--- config.mk ---
export PLATFORM = sky130hd
export DESIGN_NAME = seq_driver
export DESIGN_NICKNAME = d
export VERILOG_FILES = /design/src/rtl/seq_driver.sv
export SDC_FILE = /design/constraint.sdc
export NUM_CORES = 1
export LEC_CHECK = 0
export CAP_MARGIN = 30
export CORE_UTILIZATION = 30
export DETAILED_ROUTE_END_ITERATION = 10
export DONT_BUFFER_PORTS = 1
export PLACE_DENSITY_LB_ADDON = 0.05
export SYNTH_ARGS = -nofsm -noshare
export SYNTH_HDL_FRONTEND = slang
export SYNTH_SLANG_ARGS = --single-unit
--- constraint.sdc ---
create_clock -name CLK -period 6.4 [get_ports CLK]
set_input_delay 0.96 -clock CLK [delete_from_list [all_inputs] [get_ports CLK]]
set_output_delay 0.96 -clock CLK [all_outputs]
set_load 0.02 [all_outputs]
--- src/rtl/seq_driver.sv ---
// seq_driver: run controller for a bit-serial sequence detector.
// Captures a pattern, clears the detector for one cycle, streams the
// pattern LSB-first into x_out, and counts/locates hits on f_in.
module seq_driver #(
   parameter int WIDTH = 16
) (
   input  logic             CLK,
   input  logic             RESET,
   input  logic             start,
   input  logic [WIDTH-1:0] pattern,
   input  logic [4:0]       len,
   input  logic             f_in,
   output logic             x_out,
   output logic             m_rst_n,
   output logic             busy,
   output logic             done,
   output logic [4:0]       f_count,
   output logic [4:0]       first_hit,
   output logic             hit_valid
);

   typedef enum logic [2:0] {
      S_IDLE,
      S_CLEAR,
      S_RUN,
      S_DRAIN,
      S_DONE
   } state_t;

   localparam logic [4:0] WMAX = 5'(WIDTH);

   state_t           state;
   logic [WIDTH-1:0] pat_r;
   logic [4:0]       len_r;
   logic [4:0]       k;
   logic [4:0]       len_eff;
   logic [4:0]       idx;
   logic             sample;

   // Clamp requested length and decide whether f_in is sampled this cycle,
   // and which already-consumed bit the sample is attributed to.
   always_comb begin
      len_eff = (len > WMAX) ? WMAX : len;
      sample  = 1'b0;
      idx     = '0;
      if (state == S_RUN && k != 5'd0) begin
         sample = 1'b1;
         idx    = k - 5'd1;
      end else if (state == S_DRAIN) begin
         sample = 1'b1;
         idx    = len_r - 5'd1;
      end
   end

   // Run FSM with registered outputs and hit bookkeeping.
   always_ff @(posedge CLK or negedge RESET) begin
      if (!RESET) begin
         state     <= S_IDLE;
         pat_r     <= '0;
         len_r     <= '0;
         k         <= '0;
         x_out     <= 1'b0;
         m_rst_n   <= 1'b0;
         busy      <= 1'b0;
         done      <= 1'b0;
         f_count   <= '0;
         first_hit <= '0;
         hit_valid <= 1'b0;
      end else begin
         case (state)
            S_IDLE: begin
               x_out   <= 1'b0;
               m_rst_n <= 1'b1;
               busy    <= 1'b0;
               done    <= 1'b0;
               if (start) begin
                  pat_r <= pattern;
                  len_r <= len_eff;
                  if (len_eff == 5'd0) begin
                     f_count   <= '0;
                     hit_valid <= 1'b0;
                     done      <= 1'b1;
                     state     <= S_DONE;
                  end else begin
                     f_count   <= '0;
                     first_hit <= '0;
                     hit_valid <= 1'b0;
                     m_rst_n   <= 1'b0;
                     busy      <= 1'b1;
                     state     <= S_CLEAR;
                  end
               end
            end
            S_CLEAR: begin
               // Pattern register is consumed as a shift register so the
               // next bit to send is always at bit 0.
               m_rst_n <= 1'b1;
               x_out   <= pat_r[0];
               pat_r   <= pat_r >> 1;
               k       <= '0;
               state   <= S_RUN;
            end
            S_RUN: begin
               if (k == len_r - 5'd1) begin
                  x_out <= 1'b0;
                  state <= S_DRAIN;
               end else begin
                  x_out <= pat_r[0];
                  pat_r <= pat_r >> 1;
                  k     <= k + 5'd1;
               end
            end
            S_DRAIN: begin
               x_out <= 1'b0;
               busy  <= 1'b0;
               done  <= 1'b1;
               state <= S_DONE;
            end
            S_DONE: begin
               done  <= 1'b0;
               state <= S_IDLE;
            end
            default: begin
               state <= S_IDLE;
            end
         endcase

         if (sample && f_in) begin
            f_count <= f_count + 5'd1;
            if (!hit_valid) begin
               first_hit <= idx;
               hit_valid <= 1'b1;
            end
         end
      end
   end

endmodule

# After elaboration in Yosys (flattened, before gate mapping)
# Cells that the tools add are included.
# classes
add_sub_neg	4
order_cmp	1
n_eq_ne	8
n_mux	36
n_reduce_logical	19
# op_table
operator	n
5-bit 2-to-1 mux	12
16-bit case mux with 3 select lines	1
16-bit 2-to-1 mux	2
1-bit 2-to-1 mux	12
3-bit case mux with 4 select lines	1
5-bit by 1-bit adder with 5-bit output (second input constant)	2
5-bit case mux with 2 select lines	1
2-bit nonzero test	5
5-bit by 1-bit subtractor with 5-bit output (second input constant)	2
3-bit 2-to-1 mux	3
3-bit nonzero test	3
2-bit AND reduction	4
3-bit by 2-bit equality test with 1-bit output (second input constant)	2
1-bit case mux with 3 select lines	2
5-bit equality test	1
5-bit greater-than comparator (second input constant)	1
5-bit zero test	1
5-bit nonzero test	1
2-bit != test (second input constant)	2
1-bit case mux with 2 select lines	2
3-bit by 1-bit equality test with 1-bit output (second input constant)	1
3-bit equality test (second input constant)	1
3-bit zero test	1
3-bit AND reduction	1
3 further kinds	4
# word_totals
regBits	44
in_bits	25
output_inout_bits	15
word_cells	79

# Logic depth before layout (Yosys ltp)
# Gate-level depths: netlist of run 1.
# logic_depth
ltp_word	8
mapped_depth	9
ltp_nobuf	8

# Worst setup path before layout of run 1
# OpenSTA, ideal clock, no wires.
# synth_timing
path_type	register -> register
startpoint	register len_r[0]
endpoint	register pat_r[10]
setup_ns	0.125
arrival_time_ns	2.223
required_time_ns	6.275
path_slack_ns	4.052
stages_incl_launch_ff	9
path_buffers	1
synth_period_minus_slack_ns	2.348
path_cell_list	dfrtp_1 > inv_1 > ha_1 > xor2_1 > or3_1 > a211o_1 > o21ai_4 > buf_8 > mux2_4
# synth_via
elab_chain_cells	4
# synth_rtl
item	line	rtl
start, declared	34	logic [4:0] len_r;
start signal, assigned	78	len_r <= len_eff;
5-bit by 1-bit subtractor with 5-bit output	104	if (k == len_r - 5'd1) begin
5-bit equality test	104	
2-bit != test (no line)	--	
3-bit AND reduction (no line)	--	
end signal, assigned	77	pat_r <= pattern;
end signal, assigned	99	pat_r <= pat_r >> 1;
end signal, assigned	109	pat_r <= pat_r >> 1;
end, declared	33	logic [WIDTH-1:0] pat_r;
# Every way passes these cells.
# A chain may end at the register's enable or synchronous reset.

# Worst setup path after layout of run 1
# layout_timing
startpoint	register len_r[0]
endpoint	register pat_r[2]
# The elaborated chain is that of the path after synthesis.

==> flow_summary.ini, run 1 <==
[timing]
relSlewSlack = 0.406
worst_slew_pin_slew_ns = 0.887
rsz0062_at_grt = false
hold_viol = 0
setup_violations = 0
maxSlewViolCount = 0
period_share = 0.450
fin_hold_ws_ns = 0.344
post-route-min-period_ns = 2.88
max_clock_freq_ghz = 0.348
finalClockSkew_ns = 0.00518
timing.final.ws_setup_ns = 3.52
finalSetupTns_ns = 0

[synth]
synthArstFlopShare = 1.00
synth_cells = 237
synthTopCellsByArea = dfrtp_1 44%, mux2_2 9.5%, mux2_4 6.0%
synth_top_area_frac = 0.442
netlist_area_mm2 = 0.00249
synth_ff_type = dfrtp_1
syn_avg_cell_area_um2 = 10.5
ys_ff_latch = 44
synth-warning-count = 0
synth_cell_types = 43
synth_edf_count = 0
syn_nets = 267
yosys.area.top_type = dfrtp_1
seq_area_frac_synth = 0.442

[place]
io_buffers = 0
gp_congestion = 0.739
dpl.hpwl_mm = 3.76
dpl_worst_slack_ns = 3.51

[clock_tree]
cts_hold_buf = 0
post_cts_buffers = 0
cts_buffers = 5
cts-root-buf = clkbuf_8
htree_levels = 2
clkTransAtPathRegs_ns = 0.09
cts_max_path_buffers = 2
cts_tree = built
clk_latency_ns = 0.30
clkSinkCount = 44
cts_resized = 0

[die]
core-area_mm2 = 0.00789
start_util = 0.316
rows = 32
die_w_um = 93.1
ios = 40
die_y_um = 93.1
dieArea_mm2 = 0.00866

[routing]
wl_mm = 5.34
ant_nets = 0
dr.pass1.iters = 4
vias = 1650
drc = 0
drt-initial-drc-count = 62
vias_per_cell = 4.95
wl_per_cell_um = 16.0

[layout]
final_nets = 260
drive_gt1_frac = 0.190
multi_input_area_mm2 = 0.00129
fillers = 802
area_delta_synth_final_pct = 6.39
ff_latch_area_mm2 = 0.00110
n_antenna_cell = 0

[global_routing]
antenna_found_initial = 0
grt_pass1_vias = 1687
track_usage = 0.135
grt_max_degree = 45
met2_usage = 0.209
grtUsageMet1 = 0.178
grt_pass1_wl_mm = 8.96
grt-ovfl-total = 0
gr-max-usage-layer = met2
use_met3 = 0.0415

[setup_path]
critPathSlowestCell = o21ai_4
reg2reg_depth = 7
reg2reg_slack_ns = 3.52
path_max_fanout = 16
end_kind = flip-flop
cp.required_ns = 6.59
reg2reg_from = len_r[0]$_DFFE_PN0P_
slowest_delay_ns = 0.60
cp.arrival_ns = 3.07
crit_family = compound AO/OA/AOI/OAI gates
startpoint_type = flip-flop
worstSetupPathType = flip-flop to flip-flop
path_buf_inv = 1
path_cells = inv_1 -> ha_1 -> xor2_1 -> or3_1 -> a211o_1 -> o21ai_4 -> mux2_2
rr_endpoint = pat_r[2]$_DFFE_PN0P_

[pwr]
p_leak_nw = 1.10
powerDensity_mw_per_mm2 = 561
ir_drop_mv = 0.182

[flow_run]
cap_violations = 0

[worst_hold_path]
hp-class = input port to async pin

[status]
status = finished clean
cells in the final DEF (no fill, tap or decap), types with 2 or more instances in the layout:
| master | n |
|---|---|
| dfrtp_1 | 44 |
| mux2_2 | 21 |
| o21ai_0 | 20 |
| nand2_1 | 18 |
| nand3_1 | 13 |
| nand2b_1 | 10 |
| mux2_4 | 10 |
| xor2_1 | 9 |
| nor2_1 | 9 |
| inv_1 | 7 |
| clkbuf_8 | 6 |
| nor2b_1 | 5 |
| o22a_1 | 5 |
| ha_1 | 5 |
| nor3_1 | 4 |
| xnor2_1 | 4 |
| o211ai_1 | 3 |
| nand3b_1 | 3 |
| nand4_1 | 3 |
| nand4b_1 | 3 |
| nor3b_1 | 3 |
| a21oi_1 | 3 |
| or3_1 | 2 |
| a311o_1 | 2 |
| clkinvlp_4 | 2 |
cell type report:
class / instances / share of cell area
Inverter: 7 / 0.00992
Timing Repair Buffer: 1 / 0.00284
Tap cell: 102 / 0.0482
Sequential cell: 44 / 0.416
Multi-Input combinational cell: 171 / 0.486
Clock inverter: 2 / 0.00567
Clock buffer: 6 / 0.0312
flip-flops by register name (all words and copies together), names as in the netlist, 3 cells and up:
signal and cells:
state 3, f_count 5, first_hit 5, len_r 5, pat_r 16, k 5
metrics by stage:
step / cell area (um^2) / utilization / power (mW) / std cells
detailed placement: 2550 / 0.323 / 1.32 / 325
global placement: 2550 / 0.323 / 1.33 / 325
finish: 2650 / 0.336 / 1.49 / 333
global route: 2650 / 0.336 / 1.62 / 333
CTS: 2650 / 0.336 / 1.51 / 333
floorplan: 2490 / - / 1.19 / 237
kinds of logic (layout without fill, tap and decap cells):
logic type | after synthesis | after routing | share of synthesized area
simple gates | 79 | 79 | 0.174
flops | 44 | 44 | 0.442
compound gates | 42 | 42 | 0.113
mux | 32 | 32 | 0.159
buf+inv | 22 | 16 | 0.0402
xor+xnor | 13 | 13 | 0.0458
fa+ha+maj | 5 | 5 | 0.0251
where the power goes:
part           switching [mW]  leakage, nW  internal (mW)
Sequential              0.181        0.559          0.400
Combinational           0.322        0.494          0.394
Clock                   0.101       0.0434         0.0875
synthesized netlist by cell type, types with 2 or more instances:
cell type	instances
a21oi_1	3
ha_1	5
buf_2	5
nand2_1	18
xnor2_1	4
xor2_1	9
inv_1	7
nand3b_1	3
clkbuf_1	8
a311o_1	2
nor3b_1	3
nand4_1	3
o211ai_1	3
or3_1	2
nor2_1	9
mux2_4	10
nor2b_1	5
mux2_2	21
o21ai_0	20
nand3_1	13
nand4b_1	3
nand2b_1	10
dfrtp_1	44
nor3_1	4
o22a_1	5
worst register-to-register path, stage by stage (launching register included):
cell and delay [ns]:
dfrtp_1 0.42, inv_1 0.09, ha_1 0.26, xor2_1 0.17
or3_1 0.35, a211o_1 0.46, o21ai_4 0.60, mux2_2 0.42
worst max-delay path by stage:
stage	cells after the start	start	slack [ns]	end
global route	7	k[0]$_DFFE_PN0P_	3.36	first_hit[1]$_DFF_PN0_
floorplan	8	len_r[0]$_DFFE_PN0P_	4.05	pat_r[10]$_DFFE_PN0P_
detailed placement	7	len_r[0]$_DFFE_PN0P_	3.51	pat_r[2]$_DFFE_PN0P_
CTS	7	len_r[0]$_DFFE_PN0P_	3.49	pat_r[2]$_DFFE_PN0P_
finish	7	len_r[0]$_DFFE_PN0P_	3.52	pat_r[2]$_DFFE_PN0P_
global placement	7	len_r[0]$_DFFE_PN0P_	3.55	pat_r[4]$_DFFE_PN0P_
metal layers:
| metal | share of wire | vias up |
|---|---|---|
| met2 | 0.47 | 28 |
| met3 | 0.049 | 8 |
| met5 | 0 | - |
| li1 | - | 828 |
| met4 | 0.014 | 0 |
| met1 | 0.47 | 786 |
(Power assumes the default switching activity.)
==> run 2, diff against run 1 <==
--- a/config.mk
+++ b/config.mk
@@ -5,6 +5,7 @@
 export SDC_FILE = /design/constraint.sdc
 export NUM_CORES = 1
 export LEC_CHECK = 0
+export ABC_AREA = 1
 export CAP_MARGIN = 30
 export CORE_UTILIZATION = 30
 export DETAILED_ROUTE_END_ITERATION = 10
==> constraint.sdc (replaced) <==
create_clock -name CLK -period 2.4 [get_ports CLK]
set_input_delay 0.36 -clock CLK [delete_from_list [all_inputs] [get_ports CLK]]
set_output_delay 0.36 -clock CLK [all_outputs]
set_load 0.02 [all_outputs]
==> flow_summary.ini, run 2 <==
[pwr]
combPwrFrac = 0.486
p_seq_frac = 0.353
pwr-share-clk = 0.161
powerDensity_mw_per_mm2 = 1440
intPower_mw = 1.99
ir_drop_mv = 0.394
swShare = 0.489
p_leak_nw = 1.38
switching_power_mw = 1.91

[routing]
vias_per_cell = 4.65
ant_nets = 0
wl_mm = 6.11
drc = 0
wl_per_cell_um = 14.2
vias = 2003
dr.pass1.iters = 4
drt-initial-drc-count = 47

[global_routing]
grt_pass1_wl_mm = 10.7
grt_pass1_vias = 2165
grt_max_degree = 45
grt-ovfl-total = 0
antenna_found_initial = 0
track_usage = 0.159

[clock_tree]
clk_latency_ns = 0.31
cts_resized = 0
clkTransAtPathRegs_ns = 0.09
cts-root-buf = clkbuf_8
cts_buffers = 5
post_cts_buffers = 0
cts_hold_buf = 2
htree_levels = 2
cts_tree = built
cts_max_path_buffers = 2
clkSinkCount = 44

[layout]
multi_input_area_mm2 = 0.00122
largest_register_ffs = 16
largest_register = pat_r
final_common_cell = nand2_1
drive_gt1_frac = 0.119
fillers = 863
n_antenna_cell = 0
layout_common_cells = 130 x nand2_1, 44 x dfrtp_1, 34 x nand3_1
ff_latch_area_mm2 = 0.00110
final_nets = 358
area_delta_synth_final_pct = 8.34
fin_util = 0.344
finalNonFillerCells = 431

[timing]
max_clock_freq_ghz = 0.503
setup_violations = 0
maxSlewViolCount = 0
relSlewSlack = 0.674
finalSetupTns_ns = 0
hold_viol = 0
rsz0062_at_grt = false
finalClockSkew_ns = 0.00762
post-route-min-period_ns = 1.99
worst_slew_pin_slew_ns = 0.485
period_share = 0.828

[synth]
synthAdderAreaFrac = 0.0250
synth_top_area_frac = 0.439
synth_edf_count = 0
synth-simple-area-share = 0.366
synth_cell_types = 32
syn_nets = 356
synthTopCellsByArea = dfrtp_1 44%, nand2_1 19%, nand3_1 6.8%
ys_ff_latch = 44
synthTopCellsByCount = 130 x nand2_1, 44 x dfrtp_1, 34 x nand3_1
synth-warning-count = 0
netlist_area_mm2 = 0.00251
synth_ff_type = dfrtp_1
synthArstFlopShare = 1.00
synth_cells = 326
post-synth-top-count-cell = nand2_1
yosys.area.top_type = dfrtp_1
synth_top_family_by_area = simple AND/OR/NAND/NOR gates
synthXorXnorAreaFrac = 0.0245
synth_compound_area_frac = 0.0694
syn_avg_cell_area_um2 = 7.69
seq_area_frac_synth = 0.439
synth.area.mux_share = 0

[setup_path]
worstSetupPathType = flip-flop to flip-flop
reg2reg_slack_ns = 0.41
rr_endpoint = pat_r[5]$_DFFE_PN0P_
startpoint_type = flip-flop
reg2reg_depth = 12
critical_path.startpoint = len_r[0]$_DFFE_PN0P_
path_max_fanout = 18
cp.required_ns = 2.65
end_kind = flip-flop
cp.arrival_ns = 2.23
reg2reg_from = len_r[0]$_DFFE_PN0P_

[die]
start_util = 0.318
core-area_mm2 = 0.00789
dieArea_mm2 = 0.00872
die_y_um = 93.4
ios = 40
rows = 32
die_w_um = 93.4

[worst_hold_path]
whs_endpoint = len_r[3]$_DFFE_PN0P_
hp-class = input port to flip-flop
hold_depth = 2
hp-start = len[3]

[place]
io_buffers = 0
dpl.cell_count = 421
dpl.hpwl_mm = 4.37
gp_congestion = 0.825

[flow_run]
cap_violations = 0

[status]
status = finished clean
## run 2: cell types whose count changed in the layout (fill, tap and decap cells not counted), moves of 8 or more
cell,change
mux2_2,-21
nand3_1,+21
inv_2,+9
nand2b_1,-10
nor2_1,+10
nand2_1,+112
o21ai_0,-8
mux2_4,-10
inv_1,+12
## run 2: critical path: stages, from the launching register on
cell and delay, ns:
dfrtp_1 0.38, inv_2 0.07, ha_1 0.33, inv_1 0.05, nand2_1 0.05, nand2_1 0.06
nor2_2 0.11, nand3_2 0.09, nor2_4 0.14, nand3_4 0.22, nand2_4 0.27, nand2_1 0.08
nand2_1 0.06
## run 2: worst max-delay path by stage
stage,end,slack [ns],cells after the start
floorplan,pat_r[10]$_DFFE_PN0P_,0.72,12
global placement,pat_r[5]$_DFFE_PN0P_,0.42,12
detailed placement,pat_r[5]$_DFFE_PN0P_,0.40,12
CTS,pat_r[5]$_DFFE_PN0P_,0.38,12
global route,pat_r[2]$_DFFE_PN0P_,0.18,12
finish,pat_r[5]$_DFFE_PN0P_,0.41,12
## run 2: layout make-up
cell class                 instances  area share
multi-input combinational        246       0.448
inverter                          29      0.0410
tap                              102      0.0470
clock buffer                       6      0.0304
timing repair buffer               2      0.0138
clock inverter                     2      0.0143
sequential                        44       0.406
## run 2: layer usage
metal  wire length (um)  track usage  up-vias
met1               2950        0.209      944
li1                   -            -     1033
met5                  0            0        -
met2               2920        0.263       19
met4                 76       0.0500        0
met3                160       0.0317        7
## run 2: logic make-up after synthesis
| logic type | after synthesis |
|---|---|
| buffers and inverters | 36 |
| xor gates and xnor gates | 7 |
| DFF | 44 |
| AOI/OAI and AO/OA | 29 |
| and+or+nand+nor | 205 |
| adders and majority gates | 5 |
## run 2: per-stage QoR
stage	total power, mW	hold WS (ns)	instance area (um^2)	setup WS, ns
4_1_cts	3.98	0.167	2720	0.383
6_report	3.90	0.176	2720	0.413
3_3_place_gp	3.31	0.0654	2560	0.425
2_1_floorplan	2.98	0.0644	2510	0.715
3_5_place_dp	3.32	0.0655	2560	0.396
5_1_grt	4.34	0.196	2720	0.184
## run 2: power by group through the flow
| stage | registers, mW | clock network, mW | logic [mW] |
|---|---|---|---|
| after floorplan | 1.32 | 0 | 1.66 |
| after global placement | 1.40 | 0 | 1.91 |
| after detailed placement | 1.39 | 0 | 1.92 |
| after CTS | 1.38 | 0.650 | 1.95 |
| after global routing | 1.42 | 0.680 | 2.24 |
| final | 1.38 | 0.630 | 1.89 |
